$ cat config.mk
export PLATFORM = sky130hd
export DESIGN_NAME = compactador_imediato
export DESIGN_NICKNAME = d
export VERILOG_FILES = /design/src/rtl/compactador_imediato_pkg.sv /design/src/rtl/compactador_imediato_verificador_faixa.sv /design/src/rtl/compactador_imediato.sv
export SDC_FILE = /design/constraint.sdc
export NUM_CORES = 1
export LEC_CHECK = 0
export ABC_CLOCK_PERIOD_IN_PS = 1500
export CAP_MARGIN = 10
export CORE_MARGIN = 2
export CORE_UTILIZATION = 44
export CTS_BUF_LIST = sky130_fd_sc_hd__clkbuf_2
export DETAILED_ROUTE_END_ITERATION = 7
export MAX_ROUTING_LAYER = met4
export PLACE_DENSITY = 0.84
export SETUP_SLACK_MARGIN = 0.5
export SKIP_CTS_REPAIR_TIMING = 1
export SLEW_MARGIN = 10
export SYNTH_ARGS = -nofsm -noshare
export SYNTH_HDL_FRONTEND = slang
export SYNTH_HIERARCHICAL = 1
export SYNTH_SLANG_ARGS = --single-unit
$ cat constraint.sdc
create_clock -name clock -period 1.5 [get_ports clock]
set_input_delay 0.3 -clock clock [delete_from_list [all_inputs] [get_ports clock]]
set_output_delay 0.3 -clock clock [all_outputs]
set_load 0.03 [all_outputs]
$ cat src/rtl/compactador_imediato_pkg.sv
// Shared definitions for the immediate-field narrowing block: format codes,
// field widths and the default overflow-counter width.
package compactador_imediato_pkg;

    localparam logic [1:0] FMT_20   = 2'b00;
    localparam logic [1:0] FMT_14   = 2'b01;
    localparam logic [1:0] FMT_15   = 2'b10;
    localparam logic [1:0] FMT_AUTO = 2'b11;

    localparam int LARG_20 = 20;
    localparam int LARG_14 = 14;
    localparam int LARG_15 = 15;

    localparam int LARG_CONT_PADRAO = 8;

endpackage

$ cat src/rtl/compactador_imediato_verificador_faixa.sv
// Range checker: reports whether a 32-bit signed value is representable in
// a LARGURA-bit two's-complement field. The value fits exactly when
// sign-extending its low LARGURA bits gives the original value back.
module verificador_faixa #(
    parameter int LARGURA = 20
) (
    input  logic signed [31:0] entrada,
    output logic               cabe
);

    logic [31:0] w_estendido;

    assign w_estendido = {{(32-LARGURA){entrada[LARGURA-1]}}, entrada[LARGURA-1:0]};
    assign cabe        = (entrada == w_estendido);

endmodule

$ cat src/rtl/compactador_imediato.sv
// Two-stage valid/ready pipeline that narrows 32-bit signed values into the
// 20/14/15-bit immediate fields, either checking a fixed format or picking
// the narrowest fitting one, with a saturating count of overflowing results.
module compactador_imediato
    import compactador_imediato_pkg::*;
#(
    parameter int LARG_CONT = LARG_CONT_PADRAO
) (
    input  logic                 clock,
    input  logic                 reset_n,
    input  logic signed [31:0]   entrada,
    input  logic [1:0]           selecao,
    input  logic                 entrada_valida,
    output logic                 entrada_pronta,
    output logic [19:0]          saida,
    output logic [1:0]           saida_selecao,
    output logic                 estouro,
    output logic                 saida_valida,
    input  logic                 saida_pronta,
    input  logic                 limpa_contador,
    output logic [LARG_CONT-1:0] contador_estouro
);

    // Increment that sticks at the all-ones value instead of wrapping.
    function automatic logic [LARG_CONT-1:0] sat_inc(input logic [LARG_CONT-1:0] v);
        if (&v) begin
            return v;
        end
        return v + 1'b1;
    endfunction

    logic                 w_cabe20;
    logic                 w_cabe14;
    logic                 w_cabe15;
    logic                 w_s1_carrega;
    logic                 w_s2_carrega;
    logic                 w_aceita;
    logic                 w_transfere;
    logic [1:0]           w_sel;
    logic                 w_est;
    logic [19:0]          w_saida;

    logic                 r_vld_p1;
    logic [19:0]          r_campo_p1;
    logic [1:0]           r_sel_p1;
    logic                 r_cabe20_p1;
    logic                 r_cabe14_p1;
    logic                 r_cabe15_p1;

    logic                 r_vld_p2;
    logic [19:0]          r_saida_p2;
    logic [1:0]           r_sel_p2;
    logic                 r_est_p2;

    logic [LARG_CONT-1:0] r_cont;

    verificador_faixa #(.LARGURA(LARG_20)) u_faixa20 (.entrada(entrada), .cabe(w_cabe20));
    verificador_faixa #(.LARGURA(LARG_14)) u_faixa14 (.entrada(entrada), .cabe(w_cabe14));
    verificador_faixa #(.LARGURA(LARG_15)) u_faixa15 (.entrada(entrada), .cabe(w_cabe15));

    assign w_s2_carrega   = !r_vld_p2 || saida_pronta;
    assign w_s1_carrega   = !r_vld_p1 || w_s2_carrega;
    assign entrada_pronta = w_s1_carrega;
    assign w_aceita       = entrada_valida && w_s1_carrega;
    assign w_transfere    = r_vld_p2 && saida_pronta;

    // ---- stage 1: capture the low field bits, requested format and fit flags
    // Stage 1 valid flag: refilled whenever the stage is free to load.
    always_ff @(posedge clock or negedge reset_n) begin
        if (!reset_n) begin
            r_vld_p1 <= 1'b0;
        end else if (w_s1_carrega) begin
            r_vld_p1 <= entrada_valida;
        end
    end

    // Stage 1 data: only the bits the output can use; the rest live in the flags.
    always_ff @(posedge clock) begin
        if (w_aceita) begin
            r_campo_p1  <= entrada[19:0];
            r_sel_p1    <= selecao;
            r_cabe20_p1 <= w_cabe20;
            r_cabe14_p1 <= w_cabe14;
            r_cabe15_p1 <= w_cabe15;
        end
    end

    // Format resolution and field extraction from the stage-1 contents.
    always_comb begin
        w_sel   = r_sel_p1;
        w_est   = 1'b0;
        w_saida = 20'd0;
        case (r_sel_p1)
            FMT_20: w_est = !r_cabe20_p1;
            FMT_14: w_est = !r_cabe14_p1;
            FMT_15: w_est = !r_cabe15_p1;
            FMT_AUTO: begin
                if (r_cabe14_p1) begin
                    w_sel = FMT_14;
                end else if (r_cabe15_p1) begin
                    w_sel = FMT_15;
                end else begin
                    w_sel = FMT_20;
                    w_est = !r_cabe20_p1;
                end
            end
            default: w_est = 1'b0;
        endcase
        case (w_sel)
            FMT_14:  w_saida = {6'd0, r_campo_p1[13:0]};
            FMT_15:  w_saida = {5'd0, r_campo_p1[14:0]};
            default: w_saida = r_campo_p1;
        endcase
    end

    // ---- stage 2: output register, held while the consumer stalls
    // Stage 2 valid flag and result, loaded when empty or transferring.
    always_ff @(posedge clock or negedge reset_n) begin
        if (!reset_n) begin
            r_vld_p2   <= 1'b0;
            r_saida_p2 <= 20'd0;
            r_sel_p2   <= 2'b00;
            r_est_p2   <= 1'b0;
        end else if (w_s2_carrega) begin
            r_vld_p2 <= r_vld_p1;
            if (r_vld_p1) begin
                r_saida_p2 <= w_saida;
                r_sel_p2   <= w_sel;
                r_est_p2   <= w_est;
            end
        end
    end

    // Overflow counter: clear wins, otherwise count overflowing transfers.
    always_ff @(posedge clock or negedge reset_n) begin
        if (!reset_n) begin
            r_cont <= '0;
        end else if (limpa_contador) begin
            r_cont <= '0;
        end else if (w_transfere && r_est_p2) begin
            r_cont <= sat_inc(r_cont);
        end
    end

    assign saida            = r_saida_p2;
    assign saida_selecao    = r_sel_p2;
    assign estouro          = r_est_p2;
    assign saida_valida     = r_vld_p2;
    assign contador_estouro = r_cont;

endmodule

==> run summary <==
result of the run: finished, violations left
violated checks: negative setup slack
max-slew violation count: 0
antenna cells: 0
via count of the first global-routing pass: 1931
Final GP Congestion: 0.908
number of clock buffers inserted by TritonCTS: 9
nature of the critical path startpoint: register
FF/Latch Area: 0.00159 mm2
number of non-filler instances in the completed layout: 403
worst endpoint data arrival time: 1.28 ns
ANT nets after route: 0
Final #Nets: 367
Post-Route Skew: 0.0163 ns
leading cell types by total area after synthesis: dfrtp_1, edfxtp_1, mux2_2, nand2_1, xor2_1
IO Count: 72
number of H-tree levels: 3
FMAX: 634 MHz
max-capacitance violation count: 0
sequential-to-total area share from yosys stat: 0.635
Std-Cell Core Area: 0.00547 mm2
count of endpoints failing hold in the final timing report: 0
synth-to-layout area growth: 71.4%
multi-input logic area: 0.00112 mm2
vias per inst: 5.25
Post-DP HPWL: 4120 um
proportion of netlist area held by the largest area contributor: 0.333
clock root cell: clkbuf_2
share of power burned in combinational logic: 0.286
#FFs+latches synth: 58
switching portion of total power: 0.295
detailed-route via count: 2114
number of failing setup endpoints in the final timing report: 1
gate count after technology mapping: 190
leak pwr: 1.94 nW
pre-CTS worst setup slack: -0.308 ns
slack of the critical path: -0.0771 ns
net switching component of the power: 1.27 mW
clock slew at reported path FFs: 0.18 ns
Std-Cell Rows: 27
slew at the pin closest to its max-slew limit: 0.299 ns
global-route wire length before repair: 8730 um
number of distinct library cell variants in the gate-level netlist after synthesis: 39
fill cell total of the finished layout: 333
GR Util All Layers: 0.187
initial detailed-routing violation count: 109
highest net fanout along the worst path: 4
count of flip-flops with a built-in enable after synthesis: 25
die extent in x: 79.1 um
category of the most critical setup path: reg -> out
sum of negative setup slack: -0.0771 ns
DRT Wirelength: 6330 um
TritonCTS clock tree: yes
placed cell count: 360
power per standard cell area: 1010 mW/mm2
required time of the critical path: 1.20 ns
proportion of synthesized flip-flops having asynchronous set or reset: 0.569
remaining global-route overflow: 0
maximum clock path buffer count: 2
worst min-delay path class: in -> async
First-pass DRT Iterations: 4
sequential group share of total power: 0.451
IO Port Bufs: 71
yosys warns: 6
power share of the clock group: 0.263
worst max-slew margin expressed relative to the limit: 0.799
overall power consumption: 4.31 mW
most instantiated library cell after synthesis: dfrtp_1
net count after synthesis: 231
die span in y: 79.1 um
start point of the critical path: saida_valida$_DFFE_PN0P_
combined area of all synthesized cells: 0.00248 mm2
initial standard-cell utilization of the core: 0.454
clock sink count: 58
Period Utilization, post-route: 1.05
Top FF cell, synth: dfrtp_1
DRC violations left: 0
die area: 0.00626 mm2
length in cells of the worst reg-to-reg path: 6
total internal power: 3.04 mW
kind of capture point of the worst setup path: output pin
maximum vdd drop: 0.000517 V
Avg Synthesized Cell Area: 13.1 um2
R2R Setup Slk: 0.05 ns
fraction of final layout cells sized beyond drive strength 1: 0.529
number of antenna violations at the first check in global routing: 0
setup repair after global routing missed its margin: yes
worst setup path end: entrada_pronta
final core utilization: 0.777
reg-to-reg critical path endpoint: contador_estouro[3]$_DFFE_PN0P_
largest area contributor in the synthesized netlist: dfrtp_1
time the final worst path needs with I/O delays and setup: 1.58 ns
largest net degree at the start of global routing: 34
most frequent cells after synthesis: dfrtp_1, edfxtp_1, nand2_1
Routed wire per std cell: 15.7 um
Reg2Reg Launch Point: contador_estouro[0]$_DFFE_PN0P_
clock latency on the worst-skew pair: 0.46 ns
==> critical path, stage by stage, from the launching register on <==
cell and delay (ns):
dfrtp_2 0.46, nand3b_1 0.12, buf_6 0.12, buf_6 0.12
==> cell usage in the layout (no fill, tap or decap), types with 9 or more instances in the layout <==
master	n
dfrtp_1	24
clkbuf_2	12
dlymetal6s2s_1	16
buf_4	47
clkdlybuf4s50_1	19
nand2_1	14
buf_6	41
mux2_4	15
nor2_1	9
edfxtp_1	25
dfrtp_2	9
==> power groups by stage <==
stage	Combinational, mW	Clock, mW	Sequential [mW]
after floorplan	0.283	0	2.17
after global placement	1.01	0	1.94
after detailed placement	1.03	0	1.95
after CTS	1.03	1.15	1.92
after global routing	1.30	1.22	1.96
final	1.23	1.14	1.94
==> sequential cells by signal, summed over array words and instances (netlist names) <==
register	count
saida_valida	1
r_cabe20_p1	1
r_cabe14_p1	1
r_campo_p1	20
estouro	1
r_cabe15_p1	1
r_sel_p1	2
r_vld_p1	1
saida	20
contador_estouro	8
saida_selecao	2
==> metrics by stage <==
stage | hold WS [ns] | area, um2
floorplan | 0.00441 | 2620
global placement | 0.459 | 3660
detailed placement | 0.468 | 3660
CTS | 0.139 | 3790
global route | 0.151 | 4250
finish | 0.182 | 4250
==> layer usage <==
| layer | share of wire | vias up | GRT usage | wire length (um) |
|---|---|---|---|---|
| li1 | - | 990 | - | - |
| met1 | 0.40 | 1038 | 0.203 | 2540 |
| met2 | 0.54 | 77 | 0.325 | 3410 |
| met3 | 0.046 | 9 | 0.0386 | 292 |
| met4 | 0.013 | 0 | 0.0983 | 83 |
| met5 | 0 | - | - | 0 |
==> layout make-up <==
| type | instances | area share |
|---|---|---|
| Tap cell | 72 | 0.0212 |
| Sequential cell | 58 | 0.373 |
| Inverter | 1 | 0.000882 |
| Timing Repair Buffer | 130 | 0.310 |
| Multi-Input combinational cell | 126 | 0.263 |
| Clock inverter | 6 | 0.0194 |
| Clock buffer | 10 | 0.0118 |
==> worst min path at each step <==
stage,startpoint,endpoint,slack [ns],depth (start not counted)
final,reset_n,saida[13]$_DFFE_PN0P_,0.18,2
after global routing,reset_n,saida[13]$_DFFE_PN0P_,0.15,2
after CTS,reset_n,saida[15]$_DFFE_PN0P_,0.14,2
after detailed placement,r_campo_p1[1]$_DFFE_PP_,saida[1]$_DFFE_PN0P_,0.47,1
after global placement,r_campo_p1[9]$_DFFE_PP_,saida[9]$_DFFE_PN0P_,0.46,1
after floorplan,reset_n,contador_estouro[0]$_DFFE_PN0P_,0.004,0
==> kinds of logic after synthesis <==
| kind of cell | share of synthesized area |
|---|---|
| fa+ha+maj | 0.0101 |
| simple gates | 0.175 |
| flops | 0.635 |
| buf+inv | 0.0111 |
| xor+xnor | 0.0247 |
| compound gates | 0.0680 |
| mux | 0.0761 |
No activity file was read; power rests on OpenSTA's default activity.
